### src/rtl/cpu_isa_pkg.sv
// Shared ISA definitions for the five-stage CPU: datapath widths, the bubble word,
// opcode constants and field-slice helpers used by the fetch and decode stages.
//
// Instruction word layout (21 bits):
//   [20:17] opcode
//   [16:8]  register / misc fields (decoded in ID)
//   [7:0]   8-bit immediate / jump target
package cpu_isa_pkg;

  // Datapath widths
  localparam int unsigned ADDR_W = 8;
  localparam int unsigned INS_W  = 21;
  localparam int unsigned OPC_W  = 4;
  localparam int unsigned IMM8_W = 8;

  // Field positions
  localparam int unsigned OPC_MSB = 20;
  localparam int unsigned OPC_LSB = 17;

  // Opcodes
  localparam logic [OPC_W-1:0] OPC_BR  = 4'b1000;
  localparam logic [OPC_W-1:0] OPC_JMP = 4'b1001;
  localparam logic [OPC_W-1:0] OPC_NOP = 4'b1010;

  // Bubble word: NOP opcode with every other field zero
  localparam logic [INS_W-1:0] NOP_WORD = {OPC_NOP, {(INS_W - OPC_W){1'b0}}};

  // Opcode field of an instruction word
  function automatic logic [OPC_W-1:0] opcode_of(input logic [INS_W-1:0] ins);
    return ins[OPC_MSB:OPC_LSB];
  endfunction

  // 8-bit immediate field of an instruction word
  function automatic logic [IMM8_W-1:0] imm8_of(input logic [INS_W-1:0] ins);
    return ins[IMM8_W-1:0];
  endfunction

  // True for an unconditional jump
  function automatic logic is_jmp(input logic [INS_W-1:0] ins);
    return opcode_of(ins) == OPC_JMP;
  endfunction

endpackage

### src/rtl/if_id_reg.sv
// IF/ID pipeline register: holds the fetched word, its PC and a valid flag.
// Flush has priority over enable and loads a bubble; asynchronous active-high reset
// also loads a bubble so decode never sees stale state after reset.
module if_id_reg
  import cpu_isa_pkg::*;
#(
  parameter int unsigned       AddrW   = 8,
  parameter int unsigned       InsW    = 21,
  parameter logic [InsW-1:0]   NopWord = 21'h140000
) (
  input  logic             clk_i,
  input  logic             rst_i,
  input  logic             en_i,
  input  logic             flush_i,
  input  logic [AddrW-1:0] pc_i,
  input  logic [InsW-1:0]  ins_i,
  output logic [AddrW-1:0] pc_o,
  output logic [InsW-1:0]  ins_o,
  output logic             valid_o
);

  logic [AddrW-1:0] pc_q, pc_d;
  logic [InsW-1:0]  ins_q, ins_d;
  logic             valid_q, valid_d;

  // Next-state select: flush beats load, load beats hold
  always_comb begin
    pc_d    = pc_q;
    ins_d   = ins_q;
    valid_d = valid_q;
    if (flush_i) begin
      pc_d    = '0;
      ins_d   = NopWord;
      valid_d = 1'b0;
    end else if (en_i) begin
      pc_d    = pc_i;
      ins_d   = ins_i;
      valid_d = 1'b1;
    end
  end

  // State registers with asynchronous reset to a bubble
  always_ff @(posedge clk_i or posedge rst_i) begin
    if (rst_i) begin
      pc_q    <= '0;
      ins_q   <= NopWord;
      valid_q <= 1'b0;
    end else begin
      pc_q    <= pc_d;
      ins_q   <= ins_d;
      valid_q <= valid_d;
    end
  end

  assign pc_o    = pc_q;
  assign ins_o   = ins_q;
  assign valid_o = valid_q;

endmodule

### src/rtl/if_fetch_unit.sv
// Instruction-fetch stage: owns the PC, addresses the combinational instruction ROM and
// captures the returned word into the IF/ID register.
//
// Next-PC priority per edge: EX redirect (flushes IF/ID, overrides stall), then ID stall
// (everything holds), then normal sequential fetch with 2^ADDR_W wrap-around.
//
// Optional feature, macro FETCH_EARLY_JMP_EN: a JMP seen on ins_data in a normal cycle
// steers the PC straight to its imm8 target, so unconditional jumps cost no bubble. The
// JMP itself still enters IF/ID as a valid instruction; EX must not redirect for it again.
// With the macro undefined fetch is strictly sequential and JMP resolves via redirect_en.
module if_fetch_unit
  import cpu_isa_pkg::*;
#(
  parameter int unsigned        ADDR_W   = cpu_isa_pkg::ADDR_W,
  parameter int unsigned        INS_W    = cpu_isa_pkg::INS_W,
  parameter logic [ADDR_W-1:0]  RESET_PC = '0,
  parameter logic [INS_W-1:0]   NOP_WORD = cpu_isa_pkg::NOP_WORD
) (
  input  logic              clk,
  input  logic              rst,
  input  logic              stall,
  input  logic              redirect_en,
  input  logic [ADDR_W-1:0] redirect_addr,
  output logic [ADDR_W-1:0] ins_addr,
  input  logic [INS_W-1:0]  ins_data,
  output logic [ADDR_W-1:0] if_pc,
  output logic [INS_W-1:0]  if_ins,
  output logic              if_valid
);

  logic [ADDR_W-1:0] pc_q, pc_d;
  logic [ADDR_W-1:0] pc_seq;
  logic              jmp_take;
  logic              ifid_en;
  logic              ifid_flush;

  // Early-jump detect; tied off when the feature is not built
  always_comb begin
    jmp_take = 1'b0;
`ifdef FETCH_EARLY_JMP_EN
    jmp_take = is_jmp(ins_data);
`endif
  end

  // Next-PC mux: redirect > stall > early jump > sequential (wraps silently)
  always_comb begin
    pc_seq = pc_q + ADDR_W'(1);
    if (redirect_en) begin
      pc_d = redirect_addr;
    end else if (stall) begin
      pc_d = pc_q;
    end else if (jmp_take) begin
      pc_d = ADDR_W'(imm8_of(ins_data));
    end else begin
      pc_d = pc_seq;
    end
  end

  // PC register, loads RESET_PC asynchronously
  always_ff @(posedge clk or posedge rst) begin
    if (rst) begin
      pc_q <= RESET_PC;
    end else begin
      pc_q <= pc_d;
    end
  end

  // ROM address comes straight from the PC, no extra pipeline stage
  assign ins_addr = pc_q;

  // A redirect drops any concurrent stall, so flush is evaluated ahead of enable
  assign ifid_flush = redirect_en;
  assign ifid_en    = ~stall;

  if_id_reg #(
    .AddrW   (ADDR_W),
    .InsW    (INS_W),
    .NopWord (NOP_WORD)
  ) u_if_id_reg (
    .clk_i   (clk),
    .rst_i   (rst),
    .en_i    (ifid_en),
    .flush_i (ifid_flush),
    .pc_i    (pc_q),
    .ins_i   (ins_data),
    .pc_o    (if_pc),
    .ins_o   (if_ins),
    .valid_o (if_valid)
  );

endmodule
### config.mk
export PLATFORM = sky130hd
export DESIGN_NAME = if_fetch_unit
export DESIGN_NICKNAME = d
export VERILOG_FILES = /design/src/rtl/cpu_isa_pkg.sv /design/src/rtl/if_id_reg.sv /design/src/rtl/if_fetch_unit.sv
export SDC_FILE = /design/constraint.sdc
export NUM_CORES = 1
export LEC_CHECK = 0
export BUFFER_PORTS_ARGS = -buffer_cell sky130_fd_sc_hd__buf_4
export CAP_MARGIN = 5
export CORE_ASPECT_RATIO = 0.9
export CORE_MARGIN = 1
export CORE_UTILIZATION = 39
export CTS_BUF_LIST = sky130_fd_sc_hd__clkbuf_4 sky130_fd_sc_hd__clkbuf_8
export CTS_CLUSTER_DIAMETER = 120
export DETAILED_ROUTE_END_ITERATION = 8
export PLACE_DENSITY = 0.68
export SYNTH_ARGS = -nofsm -noshare
export SYNTH_HDL_FRONTEND = slang
export SYNTH_SLANG_ARGS = --single-unit
### constraint.sdc
create_clock -name clk -period 2.1 [get_ports clk]
set_clock_uncertainty 0.1 [all_clocks]
set_input_delay 0.42 -clock clk [delete_from_list [all_inputs] [get_ports clk]]
set_output_delay 0.42 -clock clk [all_outputs]
set_load 0.01 [all_outputs]
==> results.json, run 1 <==
{
  "portBuffers": 70,
  "drc": 10,
  "pwr-share-comb_pct": 16.7,
  "setup_tns_ns": 0,
  "cp.arrival_ns": 0.98,
  "cellPowerDensity_mw_per_mm2": 761,
  "dieArea_sq_mm": 0.00451,
  "worst_setup_path_end_kind": "primary output",
  "cpMaxStageDelayCell": "dfrtp_1",
  "timing.final.ws_setup_ns": 0.599,
  "yosysSeqAreaShare_pct": 57.6,
  "clkTransAtPathRegs_ns": 0.07,
  "viasPerCell": 5.06,
  "post_cts_buffers": 0,
  "min_period_ns": 1.50,
  "dp_hpwl_mm": 2.64,
  "final_layout_size_suffix_gt1_share_pct": 37.4,
  "grt_setup_unrepaired": "no",
  "yosysWarnings": 0,
  "hold_viol_final": 0,
  "wire_per_inst_um": 14.0,
  "dr.first_iter.drc_count": 71,
  "drv_slew": 0,
  "busiest_layer": "met2",
  "syn_area_sq_mm": 0.00165,
  "synthDistinctLibCells": 23,
  "grt_use_met3_pct": 5.52,
  "antenna_found_initial": 0,
  "fin_util_pct": 57.1,
  "avgSynthCellArea_sq_um": 11.2,
  "rows": 22,
  "fin_nets": 252,
  "critPathMaxStageDelay_ns": 0.51,
  "crit_fanout": 8,
  "dp_slack_ns": 0.470,
  "htreeDepth": 2,
  "start_kind": "flip-flop",
  "crit_buf_inv": 1,
  "p_total_uw": 1770,
  "grt_max_degree": 50,
  "die_x_um": 70.6,
  "period_share_pct": 71.5,
  "grt_pass1_wl_mm": 6.19,
  "cp.required_ns": 1.58,
  "ctsResizeCount": 0,
  "synth_seq_cells": 38,
  "violations": "DRC",
  "p_clk_share_pct": 36.0,
  "num_io_pins": 71,
  "final_area_sq_mm": 0.00233,
  "hp-class": "primary input to asynchronous set/reset pin",
  "p_int_uw": 1340,
  "grtUsageMet1_pct": 21.0,
  "maxCapViolCount": 0,
  "leakage_uw": 0.00123,
  "netlist_instances": 148,
  "ir_drop_mv": 0.583,
  "tritoncts": "built",
  "critical_path_class": "flip-flop to primary output",
  "cts-hold-fix-buffers": 0,
  "clk_path_buf_depth": 2,
  "cts_sinks": 38,
  "routed_wl_mm": 3.74,
  "met2_usage_pct": 30.8,
  "globalplace.congestion": 0.706,
  "drtAntennaViolNets": 0,
  "setup-violations-final": 0,
  "dpl_cell_area_sq_mm": 0.00221,
  "grt_pass1_vias": 1405,
  "switching_share_pct": 24.1,
  "overflow": 0,
  "power.switching_uw": 427,
  "num_vias": 1350,
  "start_util_pct": 40.6,
  "n_antenna_cell": 0,
  "crit_chain": "buf_4",
  "syn_nets": 182,
  "status": "complete, but fails checks",
  "numCtsBuffers": 5,
  "groute.usage.overall_pct": 17.8,
  "core_sq_mm": 0.00407,
  "fmax_mhz": 666,
  "clk_latency_ns": 0.29,
  "area_growth_pct": 40.7,
  "dr.pass1.iters": 6,
  "cp_top_family": "flip-flops",
  "tightest_slew_ns": 0.476,
  "relSlewSlack_pct": 68.3,
  "cts-root-buf": "clkbuf_8",
  "die_h_um": 63.8,
  "seq_power_share_pct": 47.3
}
[Yosys cell counts]
master | number | area share (%)
a211o_1 | 2 | 1.1
a21oi_1 | 2 | 0.61
a311o_1 | 1 | 0.61
and3_1 | 1 | 0.38
buf_1 | 1 | 0.23
buf_2 | 2 | 0.61
buf_4 | 3 | 1.4
clkbuf_1 | 3 | 0.68
dfrtp_1 | 36 | 54
dfstp_2 | 2 | 3.2
ha_1 | 1 | 0.76
inv_1 | 3 | 0.68
mux2i_1 | 27 | 16
nand2_1 | 9 | 2.0
nand3_1 | 3 | 0.91
nand4_1 | 2 | 0.76
nand4b_1 | 3 | 1.6
nor2_1 | 28 | 6.4
nor2b_1 | 6 | 2.3
o21ai_0 | 7 | 2.1
or4_1 | 2 | 0.91
xnor2_1 | 1 | 0.53
xor2_1 | 3 | 1.6
[registers in the layout (all words and copies together), names as in the netlist]
| name | cells |
|---|---|
| u_if_id_reg.ins_o | 21 |
| ins_addr | 8 |
| u_if_id_reg.valid_o | 1 |
| u_if_id_reg.pc_o | 8 |
[cells by family (layout without fill, tap and decap cells)]
kind of cell / count (synthesis) / in the layout / synth area share, %
fa+ha+maj: 1 / 1 / 0.756
flops: 38 / 38 / 57.6
compound gates: 12 / 12 / 4.39
xor+xnor: 4 / 4 / 2.12
simple gates: 54 / 54 / 15.2
mux: 27 / 27 / 16.3
buf+inv: 12 / 83 / 3.55
[metrics by stage]
step / hold WS, ns / instances
finish: 0.143 / 267
global route: 0.203 / 267
CTS: 0.156 / 267
detailed placement: 0.418 / 259
global placement: 0.405 / 259
floorplan: 0.440 / 148
[routing by layer]
metal | share of wire, % | vias up
li1 | - | 636
met5 | 0 | -
met2 | 48 | 60
met4 | 1.4 | 0
met1 | 42 | 647
met3 | 8.8 | 7
[final timing paths]
| check | cells after the start | slack [ns] | end | from |
|---|---|---|---|---|
| min reg2reg | 2 | 0.43 | u_if_id_reg.pc_o[6] | u_if_id_reg.pc_o[6] |
| max | 1 | 0.60 | ins_addr[2] | ins_addr[2] |
| max reg2reg | 4 | 0.63 | ins_addr[6] | ins_addr[1] |
| min | 3 | 0.14 | u_if_id_reg.ins_o[19] | rst |
| max in group asynchronous | 3 | 1.39 | u_if_id_reg.ins_o[20] | rst |
| min in group clk | 3 | 0.23 | ins_addr[6] | redirect_addr[6] |
[layout make-up]
cell class	count	area [sq um]
clock buffer	7	90.1
clock inverter	1	30.0
fill	353	1750
inverter	3	11.3
multi-input combinational	98	642
sequential	38	953
tap	48	60.1
timing repair buffer	72	541
[cells in the final DEF (no fill, tap or decap), drive strengths merged]
master,instances
a211o,2
a21oi,2
a311o,1
and3,1
buf,72
bufinv,1
clkbuf,7
dfrtp,36
dfstp,2
ha,1
inv,3
mux2i,27
nand2,9
nand3,3
nand4,2
nand4b,3
nor2,28
nor2b,6
o21ai,7
or4,2
xnor2,1
xor2,3
[power by group through the flow]
| stage | sequential (uW) | clock, uW | combinational (uW) |
|---|---|---|---|
| global placement | 848 | 0 | 291 |
| floorplan | 864 | 0 | 125 |
| global route | 845 | 689 | 324 |
| finish | 838 | 638 | 296 |
| CTS | 837 | 661 | 301 |
| detailed placement | 850 | 0 | 300 |
Note: power is estimated with default switching activity, not from simulation.
==> run 2, diff against run 1 <==
- clock period: 2.1 -> 1.4 ns (I/O delays scaled with it)
==> run 2 against run 1 <==
Compared with the run above:
- the flow still finishes with violations (DRC)
- die area unchanged
- first-iteration DRC count grew 20%
- final area rose by 4.0%
- clock power increased by 22%
- global-route usage is 1.2 points higher
- flip-flop and latch count did not move
- critical endpoint is now ins_addr[0]
- largest power group unchanged
- highest routed layer unchanged
==> results.json, run 2 (synthesis results as in run 1) <==
{
  "r2r_start": "ins_addr[0]",
  "instances_no_fill": 278,
  "fin_nets": 263,
  "ir_drop_mv": 0.673,
  "setup-violations-final": 0,
  "maxCapViolCount": 0,
  "crit_cells": 2,
  "start_kind": "flip-flop",
  "violations": "DRC",
  "tritoncts": "built",
  "holdWs_ns": 0.106,
  "rrSetupSlack_ns": 0.05,
  "area_growth_pct": 46.4,
  "groute.usage.overall_pct": 19.0,
  "viasPerCell": 4.94,
  "cp_top_family": "flip-flops",
  "start_util_pct": 40.6,
  "critPathMaxStageDelay_ns": 0.42,
  "hold_viol_final": 0,
  "period_share_pct": 98.7,
  "tightest_slew_ns": 0.219,
  "wire_per_inst_um": 14.2,
  "min_period_ns": 1.38,
  "cp.arrival_ns": 1.00,
  "relSlewSlack_pct": 85.4,
  "antenna_found_initial": 0,
  "cpMaxStageDelayCell": "dfrtp_1",
  "grt_pass1_vias": 1370,
  "cellPowerDensity_mw_per_mm2": 1050,
  "hold_path_depth": 3,
  "crit_fanout": 4,
  "drtAntennaViolNets": 0,
  "met2_usage_pct": 30.1,
  "die_h_um": 63.8,
  "overflow": 0,
  "crit_top_cell": "buf_4",
  "min_from": "redirect_addr[6]",
  "grtUsageMet1_pct": 25.0,
  "grt_setup_unrepaired": "yes",
  "grt_max_degree": 39,
  "drv_slew": 0,
  "cts_sinks": 38,
  "busiest_layer": "met2",
  "num_vias": 1373,
  "critical_path_class": "flip-flop to primary output",
  "drc": 10,
  "status": "complete, but fails checks",
  "setup_tns_ns": 0,
  "layout_commonest_cell": "buf_4",
  "dp_cells": 268,
  "worst_setup_path_end_kind": "primary output",
  "hp-class": "primary input to flip-flop",
  "worstRegToRegCells": 4,
  "portBuffers": 70,
  "dr.first_iter.drc_count": 85,
  "core_sq_mm": 0.00407,
  "htreeDepth": 2,
  "dp_hpwl_mm": 2.89,
  "grt_use_met3_pct": 5.84,
  "dieArea_sq_mm": 0.00451,
  "final_layout_size_suffix_gt1_share_pct": 40.4,
  "clk_path_buf_depth": 2,
  "leakage_uw": 0.00128,
  "crit_chain": "buf_4, buf_4",
  "grt_pass1_wl_mm": 6.60,
  "largest_reg_flops": 21,
  "most-common-layout-cells": "buf_4 (78), dfrtp_1 (35), nor2_1 (28)",
  "globalplace.congestion": 0.779,
  "hold_path_end": "ins_addr[6]",
  "dr.pass1.iters": 6,
  "timing.rr.end": "ins_addr[6]",
  "n_antenna_cell": 0,
  "cts-root-buf": "clkbuf_8",
  "clkTransAtPathRegs_ns": 0.07,
  "numCtsBuffers": 5,
  "routed_wl_mm": 3.95,
  "cp.required_ns": 1.02,
  "fmax_mhz": 723,
  "num_io_pins": 71,
  "die_x_um": 70.6,
  "rows": 22,
  "crit_buf_inv": 2,
  "clk_latency_ns": 0.28
}
run 2: cell count changes in the layout (fill, tap and decap cells not counted), sizes merged:
cell | previous run | this run
buf | 72 | 82
bufinv | 1 | 0
dlygate4sd3 | 0 | 1
clkinv | 0 | 1
run 2: worst max path at each step:
stage                              to   startpoint
final                     ins_addr[0]  ins_addr[0]
after global routing      ins_addr[6]  ins_addr[1]
after CTS                 ins_addr[1]  ins_addr[1]
after detailed placement  ins_addr[6]        stall
after global placement    ins_addr[6]        stall
after floorplan           ins_addr[6]  ins_addr[0]
run 2: routing by layer:
| metal | routed length [um] | vias to the layer above | share of wire, % |
|---|---|---|---|
| met1 | 1800 | 665 | 45 |
| met4 | 30 | 0 | 0.76 |
| met3 | 259 | 4 | 6.6 |
| met2 | 1870 | 46 | 47 |
| li1 | - | 658 | - |
| met5 | 0 | - | 0 |
run 2: worst min-delay path: cells and delay by family:
family        cells  cell delay [ns]
buf+inv           1             0.08
simple gates      2             0.09
run 2: stage by stage:
step | utilization [%] | area (sq um) | setup WS (ns) | power (uW)
after global placement | 56.4 | 2300 | 0.0517 | 1750
after floorplan | - | 1650 | 0.0391 | 1480
after CTS | 59.2 | 2410 | 0.00192 | 2560
after detailed placement | 56.4 | 2300 | 0.0198 | 1780
final | 59.4 | 2420 | 0.0177 | 2540
after global routing | 59.4 | 2420 | -0.0175 | 2670
run 2: where the power goes:
group | total (uW) | leakage, uW | switching [uW] | internal (uW)
Combinational | 524 | 0.000742 | 237 | 288
Sequential | 1240 | 0.000489 | 63.2 | 1180
Clock | 777 | 0.0000517 | 360 | 417
run 2: final cells by class:
| cell class | count | area [sq um] |
|---|---|---|
| clock inverter | 1 | 5.00 |
| clock buffer | 7 | 90.1 |
| inverter | 3 | 11.3 |
| tap | 48 | 60.1 |
| timing repair buffer | 83 | 658 |
| multi-input combinational | 98 | 642 |
| sequential | 38 | 955 |
| fill | 356 | 1650 |
run 2: what timing repair did:
action | CTS | global route
hold endpoints to repair | 36 | 0
gates resized for setup | 0 | 3
pin swaps | 0 | 0
hold buffers | 1 | 0
buffers inserted | 1 | 0
setup endpoints to repair | 1 | 5
